==> config.mk <==
export PLATFORM = sky130hd
export DESIGN_NAME = bike_counter_dec_flat
export DESIGN_NICKNAME = d
export VERILOG_FILES = /design/src/rtl/bike_counter_pkg.sv /design/src/rtl/bike_counter_dec_if.sv /design/src/rtl/bike_counter_dec.sv /design/src/flat_wrapper.sv
export SDC_FILE = /design/constraint.sdc
export NUM_CORES = 1
export LEC_CHECK = 0
export CAP_MARGIN = 20
export CORE_MARGIN = 1.5
export CORE_UTILIZATION = 25
export DETAILED_ROUTE_END_ITERATION = 8
export GPL_ROUTABILITY_DRIVEN = 0
export PLACE_DENSITY = 0.6
export SLEW_MARGIN = 20
export SYNTH_ARGS = -nofsm -noshare
export SYNTH_HDL_FRONTEND = slang
export SYNTH_SLANG_ARGS = --single-unit
export TNS_END_PERCENT = 10
==> constraint.sdc <==
create_clock -name clk -period 1.6 [get_ports clk]
set_input_delay 0.4 -clock clk [delete_from_list [all_inputs] [get_ports clk]]
set_output_delay 0.4 -clock clk [all_outputs]
set_load 0.05 [all_outputs]
==> src/rtl/bike_counter_pkg.sv <==
// Shared types for the bike down-counter: FSM state encoding.
package bike_counter_pkg;

    typedef enum logic [1:0] {
        ST_IDLE = 2'd0,
        ST_RUN  = 2'd1,
        ST_DONE = 2'd2
    } state_e;

endpackage

==> src/rtl/bike_counter_dec_if.sv <==
// Control/status bundle between the counter and its controller.
interface bike_counter_dec_if #(
    parameter int SIZE = 5
);
    logic            start;
    logic [SIZE-1:0] load_val;
    logic            enable;
    logic            abort;
    logic [SIZE-1:0] cnt_out;
    logic            busy;
    logic            done;
    logic            wrap_pulse;

    modport master (
        output start, load_val, enable, abort,
        input  cnt_out, busy, done, wrap_pulse
    );

    modport slave (
        input  start, load_val, enable, abort,
        output cnt_out, busy, done, wrap_pulse
    );
endinterface

==> src/rtl/bike_counter_dec.sv <==
// Loadable down-counter with IDLE/RUN/DONE FSM; one-shot or barrel reload.
// All outputs come straight from registers or a decode of the state register.
module bike_counter_dec
    import bike_counter_pkg::*;
#(
    parameter int SIZE      = 5,
    parameter int MAX_VALUE = 20,
    parameter int WRAP      = 0
) (
    input  logic                  clk,
    input  logic                  resetn,
    bike_counter_dec_if.slave     bus
);

    localparam logic [SIZE-1:0] MAX_CNT = SIZE'(MAX_VALUE);

    state_e          state_q, state_d;
    logic [SIZE-1:0] cnt_q,   cnt_d;
    logic            wrap_q,  wrap_d;

    always_comb begin
        state_d = state_q;
        cnt_d   = cnt_q;
        wrap_d  = 1'b0;
        case (state_q)
            ST_IDLE: begin
                if (bus.start) begin
                    // Clamp so the count can never exceed MAX_VALUE.
                    cnt_d   = (bus.load_val > MAX_CNT) ? MAX_CNT : bus.load_val;
                    state_d = ST_RUN;
                end
            end
            ST_RUN: begin
                if (bus.abort) begin
                    cnt_d   = '0;
                    state_d = ST_IDLE;
                end else if (bus.enable) begin
                    if (cnt_q != '0) begin
                        cnt_d = cnt_q - SIZE'(1);
                    end else if (WRAP != 0) begin
                        cnt_d  = MAX_CNT;
                        wrap_d = 1'b1;
                    end else begin
                        state_d = ST_DONE;
                    end
                end
            end
            ST_DONE: begin
                cnt_d   = '0;
                state_d = ST_IDLE;
            end
            default: begin
                cnt_d   = '0;
                state_d = ST_IDLE;
            end
        endcase
    end

    always_ff @(posedge clk) begin
        if (!resetn) begin
            state_q <= ST_IDLE;
            cnt_q   <= '0;
            wrap_q  <= 1'b0;
        end else begin
            state_q <= state_d;
            cnt_q   <= cnt_d;
            wrap_q  <= wrap_d;
        end
    end

    assign bus.cnt_out    = cnt_q;
    assign bus.busy       = (state_q == ST_RUN);
    assign bus.done       = (state_q == ST_DONE);
    assign bus.wrap_pulse = wrap_q;

endmodule

==> src/flat_wrapper.sv <==
// flat-port wrapper written by rule: the top's interface ports become plain ports
module bike_counter_dec_flat import bike_counter_pkg::*;
#(
    parameter int SIZE      = 5,
    parameter int MAX_VALUE = 20,
    parameter int WRAP      = 0
)
  (clk, resetn, bus_start, bus_load_val, bus_enable, bus_abort, bus_cnt_out, bus_busy, bus_done, bus_wrap_pulse);
  bike_counter_dec_if #(.SIZE(SIZE)) bus_i ();
  input  logic clk;
  input  logic resetn;
  input wire logic [$bits(bus_i.start)-1:0] bus_start;
  input wire logic [$bits(bus_i.load_val)-1:0] bus_load_val;
  input wire logic [$bits(bus_i.enable)-1:0] bus_enable;
  input wire logic [$bits(bus_i.abort)-1:0] bus_abort;
  output wire logic [$bits(bus_i.cnt_out)-1:0] bus_cnt_out;
  output wire logic [$bits(bus_i.busy)-1:0] bus_busy;
  output wire logic [$bits(bus_i.done)-1:0] bus_done;
  output wire logic [$bits(bus_i.wrap_pulse)-1:0] bus_wrap_pulse;
  assign bus_i.start = bus_start;
  assign bus_i.load_val = bus_load_val;
  assign bus_i.enable = bus_enable;
  assign bus_i.abort = bus_abort;
  assign bus_cnt_out = bus_i.cnt_out;
  assign bus_busy = bus_i.busy;
  assign bus_done = bus_i.done;
  assign bus_wrap_pulse = bus_i.wrap_pulse;
  bike_counter_dec #(.SIZE(SIZE), .MAX_VALUE(MAX_VALUE), .WRAP(WRAP)) u_core (.clk(clk), .resetn(resetn), .bus(bus_i));
endmodule
Yosys cells after proc, flatten, opt, wreduce, memory -nomap -nowiden

Cells that the tools add are included.

Word-level logic and storage cells: 25
Input bits: 10
Output and inout bits: 8
Register bits after elaboration: 7

Muxes and demuxes: 11
Reduce and logical (&&, ||, !) cells: 4
$add $sub $neg: 1
Equal/unequal tests: 6
Order comparisons: 1

Operator list:

| operator              | count |
|---|---|
| $mux W5               | 5 |
| $pmux W5 S2           | 1 |
| $mux W2               | 4 |
| $ne A3 B3 Y1 const B  | 2 |
| $reduce_and A3 Y1     | 2 |
| $gt A5 B5 Y1 const B  | 1 |
| $reduce_bool A5 Y1    | 1 |
| $sub A5 B1 Y5 const B | 1 |
| $pmux W2 S2           | 1 |
| $ne A3 B2 Y1 const B  | 1 |
| $eq A2 B1 Y1 const B  | 1 |
| $eq A2 B2 Y1 const B  | 1 |
| $logic_not A2 Y1      | 1 |
| $ne A2 B2 Y1 const B  | 1 |

Depth between registers and ports, before layout

Gate-level depths: netlist (run 1).

Word-level depth: 5
Mapped depth: 6
Gate-level depth less buffers: 6

Least setup slack after synthesis (run 1)

Ideal clock, no wire load.

Path type: register to register
Start point: register u_core.cnt_q[0], in the netlist u_core.bus.cnt_out[0]
End point: register u_core.cnt_q[0], in the netlist u_core.bus.cnt_out[0]
Slack: -0.160 ns
Stages on the path, launching flop included: 7
Library setup time: 0.120 ns
Required time: 1.480 ns
Buffers on the path: 0
Clock period less this slack: 1.760 ns
Arrival: 1.640 ns
Cells stage by stage: dfxtp_1 -> inv_1 -> ha_1 -> nor4b_1 -> and2_1 -> o21a_2 -> o2bb2ai_1

Word-level cells in the longest chain between the ends: 5
Elaborated cells on any way between the ends: 8
Those cells by class: add/sub (1); eq/ne (1); mux (4); reduce/logical (2)

RTL lines:

| item                   | line                   | text |
|---|---|---|
| start, declared        | bike_counter_dec.sv:18 | `logic [SIZE-1:0] cnt_q, cnt_d;` |
| start signal, assigned | bike_counter_dec.sv:66 | `cnt_q <= cnt_d;` |
| $sub A5 B1 Y5          | bike_counter_dec.sv:39 | `cnt_d = cnt_q - SIZE'(1);` |
| $mux W5                | bike_counter_dec.sv:38 | `if (cnt_q != '0) begin` |
| $mux W5                | bike_counter_dec.sv:37 | `end else if (bus.enable) begin` |
| $mux W5                | bike_counter_dec.sv:34 | `if (bus.abort) begin` |
| $pmux W5 S2            | bike_counter_dec.sv:25 | `case (state_q)` |

Several ways; a longest one is shown, not always the timed one. The select of a mux whose other input is x is not followed.
A chain may end at the register's enable or synchronous reset.

Final worst setup path (run 1)

Start point: input bus_start
End point: register u_core.cnt_q[4], in the netlist u_core.bus.cnt_out[4]

Word-level cells in the longest chain between the ends: 2

RTL lines:

| item                               | line               | text |
|---|---|---|
| start, declared                    | flat_wrapper.sv:12 | `input wire logic [$bits(bus_i.start)-1:0] bus_start;` |
| $ne A2 B2 Y1 (no source line)      | n/a                |  |
| $reduce_and A3 Y1 (no source line) | n/a                |  |

No other way between the ends.

==> results.toml, run 1 <==
[final_layout]
fin_nets = 100
fill_cells = 183
antenna_cells = 0
area.growth.synth_to_final_pct = 72.9
fin_area_um2 = 863
drive_gt1_share_pct = 35.6

[die]
die-area_um2 = 2270
die_h_um = 47.7
fp.dieW_um = 47.7
start_util_pct = 27.7
rows = 15
pin_count = 18
core_area_um2 = 1800

[sta]
rsz0062_at_grt = "no"
hold_viol = 0
slew_violations = 0
fmax_mhz = 654
setup_viol = 0
post-route-period-util_pct = 95.5
clock-skew-final_ns = 0.00182
period_needed_ns = 1.53
finalSetupTns_ns = 0
hold_ws_ns = 0.517

[clock_tree]
clock_latency_ns = 0.26
postCtsSetupRepairBufs = 0
cts_tree = "done"
clk_pin_slew_ns = 0.06
cts_buffer_depth = 2
holdBufCountCts = 0
cts_made_buffers = 3
numClockSinks = 7
h-tree-depth = 1
cts_root_buf = "clkbuf_4"

[global_routing]
grtUsageTotal_pct = 12.9
gr-max-usage-layer = "met2"
use_met3_pct = 2.26
first_global_vias = 491
met1_usage_pct = 16.7
overflow = 0
grt_max_degree = 10
antenna_found_initial = 0
grt_pass1_wl_um = 1970
met2_usage_pct = 18.7

[detailed_routing]
viasPerCell = 4.63
wl_per_cell_um = 11.6
vias = 518
drtAntennaViolNets = 0
first_pass_iters = 4
route.detailed.drc = 0
drt-initial-drc-count = 12
totalWireLength_um = 1300

[worst_setup_path]
cp_top_family = "simple AND/OR/NAND/NOR gates"
arrival_ns = 1.66
path_class = "primary input to register"
crit_fanout = 3
r2r_slack_ns = 0.11
critPathMaxStageDelay_ns = 0.42
startpoint_type = "primary input"
end_kind = "register"
cp_cell_sequence = "clkdlybuf4s50_1, or2_2, and4bb_2, a32oi_1, o21ai_0"
worstPathRequired_ns = 1.73
cp_slowest_cell = "clkdlybuf4s50_1"
crit_buf_inv = 1

[yosys]
yosys_warnings = 0
synth_area_um2 = 499
synth_top_cell_area_share_pct = 28.1
yosys-top-cells-count = "7 x dfxtp_1, 7 x nand3_1, 4 x a21oi_1"
synth-edff-count = 0
yosysUniqueCellTypes = 32
yosysSeqAreaShare_pct = 28.1
synth_fp_nets = 70
synth_top_area_cell = "dfxtp_1"
async_flop_share_pct = 0
synthTopCellsByArea = "dfxtp_1 28%, nand3_1 7.0%, ha_1 5.0%"
synth-main-ff-cell = "dfxtp_1"
synth_area_per_cell_um2 = 8.61
netlist_instances = 58
ys_seq_elements = 7

[place]
post_dp_cell_area_um2 = 831
hpwl_um = 1030
numPortBuffers = 16

[job]
drv_cap = 0

[pwr]
p_leak_nw = 0.347
powerDensity_nw_per_um2 = 782
irDropWorstVdd_uv = 345

[outcome]
status = "complete, no violations"

[min_path]
hp-class = "register to register"
==> logic make-up after synthesis <==
logic type	count (synthesis)	synth area share, %
flops	7	28.1
simple gates	30	40.1
other cells	1	0.751
xor+xnor	2	3.51
compound gates	13	19.6
fa+ha+maj	2	5.01
buf+inv	3	3.01
==> worst register-to-register path: stages, from the launching register on <==
cell and delay, ns:
dfxtp_2 0.38, inv_1 0.07, ha_1 0.18, nor4b_1 0.14, buf_4 0.14, and2_1 0.14
o21a_2 0.21, o2bb2ai_1 0.11
==> cell type report <==
class	instances	area, um^2	area share [%]
Inverter	2	7.51	0.870
Sequential cell	7	144	16.7
Clock buffer	4	26.3	3.04
Timing Repair Buffer	26	305	35.4
Multi-Input combinational cell	48	349	40.4
Tap cell	25	31.3	3.62
==> flip-flops by register name (all words and copies together) (netlist names) <==
register            count
u_core.state_q          2
u_core.bus.cnt_out      5
==> metal layers <==
layer | share of wire, % | vias to the layer above | wire length, um
met4 | 2.5 | 0 | 33
met3 | 3.9 | 4 | 50
met5 | 0 | - | 0
met1 | 49 | 229 | 635
li1 | - | 271 | -
met2 | 45 | 14 | 578
==> path summary, 6_finish.rpt <==
check | start | to | cells after the start
max | bus_start | u_core.bus.cnt_out[4] | 5
min | u_core.bus.cnt_out[1] | u_core.bus.cnt_out[1] | 1
max reg2reg | u_core.bus.cnt_out[1] | u_core.bus.cnt_out[1] | 7
min reg2reg | u_core.bus.cnt_out[1] | u_core.bus.cnt_out[1] | 1
==> cell usage in the layout, fill, tap and decap left out, types with 2 or more instances in the layout <==
cell type        count
xor2_1               2
clkdlybuf4s50_1      9
o2bb2ai_1            2
a21oi_1              4
o21ai_0              2
inv_1                2
buf_4               10
buf_12               7
nor3b_2              2
dfxtp_1              4
dfxtp_2              3
nor2b_1              2
clkbuf_4             3
ha_1                 2
nand3_1              7
nand2_1              2
and2_1               2
nor2_1               3
==> stage by stage <==
stage,utilization (%),setup WS [ns],instances,power (W)
2_1_floorplan,-,0.0384,58,0.000360
3_3_place_gp,46.1,-0.185,108,0.000507
3_5_place_dp,46.1,-0.198,108,0.000507
4_1_cts,47.6,0.0413,112,0.000679
5_1_grt,47.9,0.0149,112,0.000710
6_report,47.9,0.0717,112,0.000675
==> report_power, final <==
| group | internal (W) | leakage [nW] | switching (W) |
|---|---|---|---|
| combinational | 0.000156 | 0.273 | 0.000146 |
| sequential | 0.000190 | 0.0588 | 0.0000139 |
| clock | 0.0000957 | 0.0150 | 0.0000732 |
==> what timing repair did <==
item	in CTS	in global routing
setup endpoints to repair	0	2
gates resized for setup	0	2
hold endpoints to repair	0	0
No activity file was read; power rests on OpenSTA's default activity.
==> run 2, diff against run 1 <==
- GPL_ROUTABILITY_DRIVEN: 0 -> 1
==> results of run 2 <==
No change in the layout: final DEF, timing and power equal those of run 1.
